### config.mk
export PLATFORM = sky130hd
export DESIGN_NAME = aurora_link_supervisor
export DESIGN_NICKNAME = d
export VERILOG_FILES = /design/src/rtl/aurora_link_supervisor.sv
export SDC_FILE = /design/constraint.sdc
export NUM_CORES = 1
export LEC_CHECK = 0
export CAP_MARGIN = 15
export CORE_UTILIZATION = 30
export CTS_CLUSTER_SIZE = 30
export DETAILED_ROUTE_END_ITERATION = 10
export GPL_TIMING_DRIVEN = 0
export PLACE_DENSITY_LB_ADDON = 0.15
export SYNTH_ARGS = -nofsm -noshare
export SYNTH_HDL_FRONTEND = slang
export SYNTH_SLANG_ARGS = --single-unit
### constraint.sdc
create_clock -name init_clk -period 5.45 [get_ports init_clk]
set_input_delay 1.09 -clock init_clk [delete_from_list [all_inputs] [get_ports init_clk]]
set_output_delay 1.09 -clock init_clk [all_outputs]
set_load 0.005 [all_outputs]
### src/rtl/aurora_link_supervisor.sv
// Aurora bring-up supervisor: drives init_rst, qualifies channel_up, retries on timeout/drop/hard_err.
// Latency channel_up->link_ready = SYNC_STAGES+STABLE_CYCLES+1; no backpressure, outputs registered off the next-state decode.
module aurora_link_supervisor #(
    parameter int SYNC_STAGES    = 2,
    parameter int RESET_PULSE    = 16,
    parameter int TIMEOUT_CYCLES = 1000000,
    parameter int STABLE_CYCLES  = 256,
    parameter int MAX_RETRIES    = 8,
    parameter int CNT_W          = 24,
    parameter int RETRY_W        = 8
) (
    input  logic               init_clk,
    input  logic               RST,
    input  logic               channel_up,
    input  logic               hard_err,
    output logic               init_rst,
    output logic               link_ready,
    output logic               link_fail,
    output logic [RETRY_W-1:0] retry_cnt,
    output logic [2:0]         state_o
);

    typedef enum logic [2:0] {
        S_RESET   = 3'd0,
        S_WAIT_UP = 3'd1,
        S_QUALIFY = 3'd2,
        S_UP      = 3'd3,
        S_FAIL    = 3'd4
    } state_t;

    localparam logic [CNT_W-1:0]   PULSE_LAST  = CNT_W'(RESET_PULSE - 1);
    localparam logic [CNT_W-1:0]   TO_LAST     = CNT_W'(TIMEOUT_CYCLES - 1);
    localparam logic [CNT_W-1:0]   STABLE_LAST = CNT_W'(STABLE_CYCLES - 1);
    localparam logic [RETRY_W-1:0] FAIL_LIMIT  = RETRY_W'(MAX_RETRIES);
    localparam bit                 LIMITED     = (MAX_RETRIES != 0);

    logic [SYNC_STAGES-1:0] ch_up_sync_q, herr_sync_q;
    logic                   ch_up_s, herr_s;

    state_t               state_q, state_d;
    logic [CNT_W-1:0]     pulse_q, pulse_d;
    logic [CNT_W-1:0]     timer_q, timer_d;
    logic [CNT_W-1:0]     stable_q, stable_d;
    logic [RETRY_W-1:0]   fail_q, fail_d;
    logic [RETRY_W-1:0]   retry_q, retry_d;
    logic                 retry_ev;
    logic                 init_rst_q, init_rst_d;
    logic                 ready_q, ready_d;
    logic                 fail_flag_q, fail_flag_d;

    always_ff @(posedge init_clk) begin
        if (RST) begin
            ch_up_sync_q <= '0;
            herr_sync_q  <= '0;
        end else begin
            ch_up_sync_q <= {ch_up_sync_q[SYNC_STAGES-2:0], channel_up};
            herr_sync_q  <= {herr_sync_q[SYNC_STAGES-2:0], hard_err};
        end
    end

    assign ch_up_s = ch_up_sync_q[SYNC_STAGES-1];
    assign herr_s  = herr_sync_q[SYNC_STAGES-1];

    always_ff @(posedge init_clk) begin
        if (RST) begin
            state_q     <= S_RESET;
            pulse_q     <= '0;
            timer_q     <= '0;
            stable_q    <= '0;
            fail_q      <= '0;
            retry_q     <= '0;
            init_rst_q  <= 1'b1;
            ready_q     <= 1'b0;
            fail_flag_q <= 1'b0;
        end else begin
            state_q     <= state_d;
            pulse_q     <= pulse_d;
            timer_q     <= timer_d;
            stable_q    <= stable_d;
            fail_q      <= fail_d;
            retry_q     <= retry_d;
            init_rst_q  <= init_rst_d;
            ready_q     <= ready_d;
            fail_flag_q <= fail_flag_d;
        end
    end

    always_comb begin
        state_d  = state_q;
        pulse_d  = pulse_q;
        timer_d  = timer_q;
        stable_d = stable_q;
        fail_d   = fail_q;
        retry_d  = retry_q;
        retry_ev = 1'b0;
        case (state_q)
            S_RESET: begin
                if (pulse_q == PULSE_LAST) begin
                    state_d = S_WAIT_UP;
                    pulse_d = '0;
                end else begin
                    pulse_d = pulse_q + 1'b1;
                end
            end
            // A rising channel_up takes priority over an expiring timer.
            S_WAIT_UP: begin
                if (ch_up_s)                 state_d  = S_QUALIFY;
                else if (timer_q == TO_LAST) retry_ev = 1'b1;
                else                         timer_d  = timer_q + 1'b1;
            end
            S_QUALIFY: begin
                if (herr_s) begin
                    retry_ev = 1'b1;
                end else if (!ch_up_s) begin
                    state_d  = S_WAIT_UP;
                    stable_d = '0;
                end else if (stable_q == STABLE_LAST) begin
                    state_d  = S_UP;
                    stable_d = '0;
                    timer_d  = '0;
                    fail_d   = '0;
                end else begin
                    stable_d = stable_q + 1'b1;
                end
            end
            S_UP: begin
                if (!ch_up_s || herr_s) retry_ev = 1'b1;
            end
            S_FAIL: ;
            default: state_d = S_RESET;
        endcase

        if (retry_ev) begin
            if (LIMITED && fail_q == FAIL_LIMIT) begin
                state_d = S_FAIL;
            end else begin
                state_d  = S_RESET;
                pulse_d  = '0;
                timer_d  = '0;
                stable_d = '0;
                fail_d   = (fail_q == '1) ? fail_q : fail_q + 1'b1;
                retry_d  = (retry_q == '1) ? retry_q : retry_q + 1'b1;
            end
        end
    end

    always_comb begin
        init_rst_d  = (state_d == S_RESET);
        ready_d     = (state_d == S_UP);
        fail_flag_d = (state_d == S_FAIL);
    end

    assign init_rst   = init_rst_q;
    assign link_ready = ready_q;
    assign link_fail  = fail_flag_q;
    assign retry_cnt  = retry_q;
    assign state_o    = state_q;

endmodule
* Word level (Yosys, flattened, before mapping)
Index checks and enable logic that the tools add are counted.
Word-level totals: register bits 98, input bits 4, output and inout port bits 14, word-level logic and storage cells 75
Cells by class: add/subtract/negate cells 5, equality and inequality tests 13, multiplexer cells 38, bitwise logic cells 2, reduce and logical (&&, ||, !) cells 6
Operators by type and width (count):
- two-way mux 24 bit | 17
- adder 24 x 1 -> 24 bit (second input constant) | 3
- two-way mux 8 bit | 7
- one-hot mux 24 bit (2 select lines) | 1
- == test 24 x 20 -> 1 bit (second input constant) | 1
- == test 24 x 4 -> 1 bit (second input constant) | 1
- == test 24 x 8 -> 1 bit (second input constant) | 1
- two-way mux 3 bit | 7
- adder 8 x 1 -> 8 bit (second input constant) | 2
- == test 8 bit (second input constant) | 2
- one-hot mux 3 bit (4 select lines) | 1
- == test 3 x 2 -> 1 bit (second input constant) | 3
- == test 8 x 4 -> 1 bit (second input constant) | 1
- == test 3 bit (second input constant) | 2
- logical NOT 3 bit | 2
- two-way mux 1 bit | 4
- == test 3 x 1 -> 1 bit (second input constant) | 1
- inequality test 3 bit (second input constant) | 1
- one-hot mux 1 bit (3 select lines) | 1
- AND reduction 3 bit | 1
- NOT 1 bit | 2
- OR reduction 2 bit | 1
- logical NOT 1 bit | 1
- logical OR 1 bit | 1

* Longest topological paths before layout
word-level depth 7, mapped depth 9

* Worst setup path before layout
Ideal clock, no wire load.
path type register -> register, start register state_q[1], in the netlist state_o[1], end register retry_q[0], in the netlist retry_cnt[0], arrival time 2.393 ns, data required time 5.329 ns, setup slack 2.936 ns, stages on the path, launching flop included 9, buffers on the path 3, cell sequence dfxtp_1 buf_6 or4b_4 or3_4 o31a_1 buf_6 buf_2 nor3_2 mux2_2
On the way: cells in the longest elaborated chain, start to end 3
RTL lines:
- start, declared | line 40 | state_t state_q, state_d;
- start signal, assigned | line 76 | state_q <= state_d;
- == test 3 x 2 -> 1 bit or == test 3 x 1 -> 1 bit (tied branches) | line 96 | case (state_q)
- one-hot mux 1 bit (3 select lines) (*) | line 96
- AND reduction 3 bit (no line) (*)
- end signal, assigned | line 81 | retry_q <= retry_d;
- end, declared | line 45 | logic [RETRY_W-1:0] retry_q, retry_d;
Mark *: on every way between the ends. The rest lies on a longest branch, timed or not. A chain may end at the register's enable or synchronous reset.

* Final worst setup path
start register state_q[0], in the netlist state_o[0], end register stable_q[17]
On the way: cells in the longest elaborated chain, start to end 4
RTL lines:
- == test 3 x 2 -> 1 bit | line 96
- two-way mux 24 bit | line 96
- two-way mux 24 bit | line 134 | if (LIMITED && fail_q == FAIL_LIMIT) begin
- two-way mux 24 bit (*) | line 133 | if (retry_ev) begin
- end signal, assigned | line 79 | stable_q <= stable_d;
- end, declared | line 43 | logic [CNT_W-1:0] stable_q, stable_d;
Marks and branches as above.

==> metrics.yaml <==
die:
  rows: 46
  die_x_microns: 130.3
  io-pin-count: 18
  start_util_pct: 30.86
  core_sq_um: 16000
  fp.dieH_microns: 130.3
  die_area_sq_um: 16980
synthesis:
  synth-seq-cells: 98
  yosys.area.top_type: "dfxtp_1"
  ys_seq_area_share_pct: 39.73
  yosysTopAreaCellShare_pct: 39.73
  yosysWarnings: 0
  synth.area.top_cells: "dfxtp_1, a21oi_1, nor2_1"
  syn_inst: 593
  syn_nets: 603
  synth_edf_count: 0
  yosysMostFrequentCell: "dfxtp_1"
  synth.avg_cell_area_sq_um: 8.328
  ys_top_cells_by_count: "dfxtp_1, nor2_1, nand2_1, a21oi_1, nand3_1"
  synth-async-reset-ratio_pct: 0
  synth_cell_types: 57
  syn_area_sq_um: 4938
  ys.flop_type: "dfxtp_1"
setup_path:
  cpMostUsedCell: "buf_2"
  cp_top_family: "simple AND/OR/NAND/NOR gates"
  cp-start-kind: "register"
  path_max_fanout: 10
  r2r-start: "state_o[0]"
  critPathKind: "reg -> reg"
  reg2reg_depth: 8
  reg2reg_slack_ns: 2.50
  path_buf_inv: 3
  critical_path.cell_chain: "buf_2 > or4b_4 > or3_4 > o31a_1 > buf_6 > o21ai_1 > buf_2 > a311oi_1"
  reg2reg_to: "stable_q[17]"
  max_stage_delay_ns: 0.51
  critPathRequiredTime_ns: 5.65
  end_kind: "register"
  arrival_ns: 3.15
  slowest_stage: "or4b_4"
finish:
  n_antenna_cell: 0
  stdcell_count: 842
  nets: 631
  fin_util_pct: 35.53
  final_layout_size_suffix_gt1_share_pct: 7.987
  area_growth_pct: 15.13
place:
  port-buffer-count: 17
  dp.cells: 826
  gp_congestion: 0.7954
  hpwl_microns: 8987
sta:
  rsz0062_at_grt: "false"
  clock_skew_ns: 0.006662
  finalHoldViolations: 0
  min_period_ns: 2.948
  finalSetupTns_ns: 0
  worst_pin_slew_ns: 0.8608
  timing.fmax_mhz: 339.2
  period_share_pct: 54.09
  maxSlewViolCount: 0
  timing.slew.headroom_pct: 42.27
  setup_violations: 0
clock_tree:
  cts_max_level: 3
  clock_path_buffers: 2
  cts_sinks: 98
  cts.clk_slew.worst_paths_ns: 0.07
  cts_setup_buffers: 0
  insertion_delay_ns: 0.35
  cts_resized: 0
  ctsHoldBuffers: 0
  cts_tree: "built"
  cts_made_buffers: 9
  cts_root_buf: "clkbuf_16"
detailed_routing:
  wl_per_cell_microns: 15.22
  num_vias: 4492
  postRouteAntennaNets: 0
  drc: 0
  firstDrtPassIters: 4
  viasPerCell: 5.335
  wl_microns: 12820
  drt_iter0_drc: 351
hold_path:
  hold_end: "herr_sync_q[1]"
  hold_path.startpoint: "herr_sync_q[0]"
  holdPathStages: 1
  min_path_type: "reg -> reg"
global_route:
  grt_max_degree: 16
  grt_use_total_pct: 16.14
  grt_pass1_vias: 4251
  grt_overflow: 0
  grt_pass1_wl_microns: 21390
  antenna_found_initial: 0
pwr:
  p_leak_nw: 1.729
  ir_drop_mv: 0.1661
  power.total_w: 0.001417
  p_per_area_nw_per_um2: 249.3
job:
  drv_cap: 0
run_status:
  status: "complete, no violations"
[report_power, final]
part | switching [W] | internal (W) | leakage, nW
sequential | 0.00000301 | 0.000719 | 0.790
combinational | 0.0000187 | 0.00000828 | 0.794
clock | 0.000288 | 0.000381 | 0.145
[cell type report]
type | count | area, sq um
clock inverter | 4 | 50.05
buffer | 25 | 121.4
fill | 1693 | 10310
multi-input combinational | 453 | 2791
clock buffer | 12 | 256.5
tap | 216 | 270.3
inverter | 17 | 63.81
timing repair buffer | 17 | 170.2
sequential | 98 | 1962
[state kept, by name (all words and copies together), names as in the netlist]
signal / cells
herr_sync_q: 2
state_o: 3
link_fail: 1
retry_cnt: 8
link_ready: 1
pulse_q: 24
timer_q: 24
stable_q: 24
fail_q: 8
ch_up_sync_q: 2
init_rst: 1
[cells in the final DEF, fill, tap and decap left out, drive strengths merged, types with 5 or more instances in the layout]
cell	synthesis	layout
o21a	6	6
dfxtp	98	98
a21oi	44	44
buf	12	12
a31oi	11	11
and3	9	9
o211ai	17	17
a211oi	5	5
a41oi	5	5
ha	6	6
a311oi	13	13
or4	12	12
xor2	5	5
inv	17	17
nor4b	7	7
o21ai	11	11
o31ai	8	8
clkdlybuf4s50	0	17
nand2	52	52
xnor2	18	18
or3	13	13
nand4	14	14
and4	7	7
o211a	5	5
or2	8	8
nor4	14	14
nor2	54	54
nor2b	11	11
clkbuf	13	25
nor3	25	25
nand3	40	40
[worst reg2reg max path: stages, from the launching register on]
cell and delay (ns):
dfxtp_1 0.35, buf_2 0.22, or4b_4 0.51, or3_4 0.36, o31a_1 0.26, buf_6 0.14
o21ai_1 0.50, buf_2 0.37, a311oi_1 0.09
[per-stage QoR]
step / hold WS, ns / setup WS (ns) / instance area (sq um)
3_5_place_dp: 0.4509 / 2.504 / 5379
4_1_cts: 0.4608 / 2.468 / 5685
6_report: 0.4608 / 2.502 / 5685
2_1_floorplan: 0.4138 / 2.936 / 4938
5_1_grt: 0.4786 / 2.290 / 5685
3_3_place_gp: 0.4323 / 2.424 / 5379
[per-layer routing]
metal | share of wire, % | routed length (microns) | GRT usage, % | up-vias
met3 | 2.9 | 371 | 2.378 | 11
met2 | 45 | 5819 | 25.72 | 52
met4 | 2.0 | 252 | 7.934 | 0
met5 | 0 | 0 | 0 | -
li1 | - | - | - | 2287
met1 | 50 | 6374 | 21.28 | 2142
[cell families after synthesis]
kind of cell | after synthesis | synth area share (%)
fa+ha+maj | 6 | 1.520
simple gates | 277 | 30.02
buf+inv | 42 | 3.750
xor+xnor | 23 | 4.079
mux | 6 | 1.317
compound gates | 141 | 19.58
flops | 98 | 39.73
[how the worst max path moves through the flow]
| stage | from | end | depth (start not counted) |
|---|---|---|---|
| final | state_o[0] | stable_q[17] | 8 |
| after floorplan | state_o[1] | retry_cnt[0] | 8 |
| after detailed placement | state_o[0] | stable_q[2] | 8 |
| after global routing | fail_q[0] | stable_q[23] | 8 |
| after CTS | state_o[0] | stable_q[2] | 8 |
| after global placement | state_o[0] | stable_q[2] | 8 |
No activity file was read; power rests on OpenSTA's default activity.
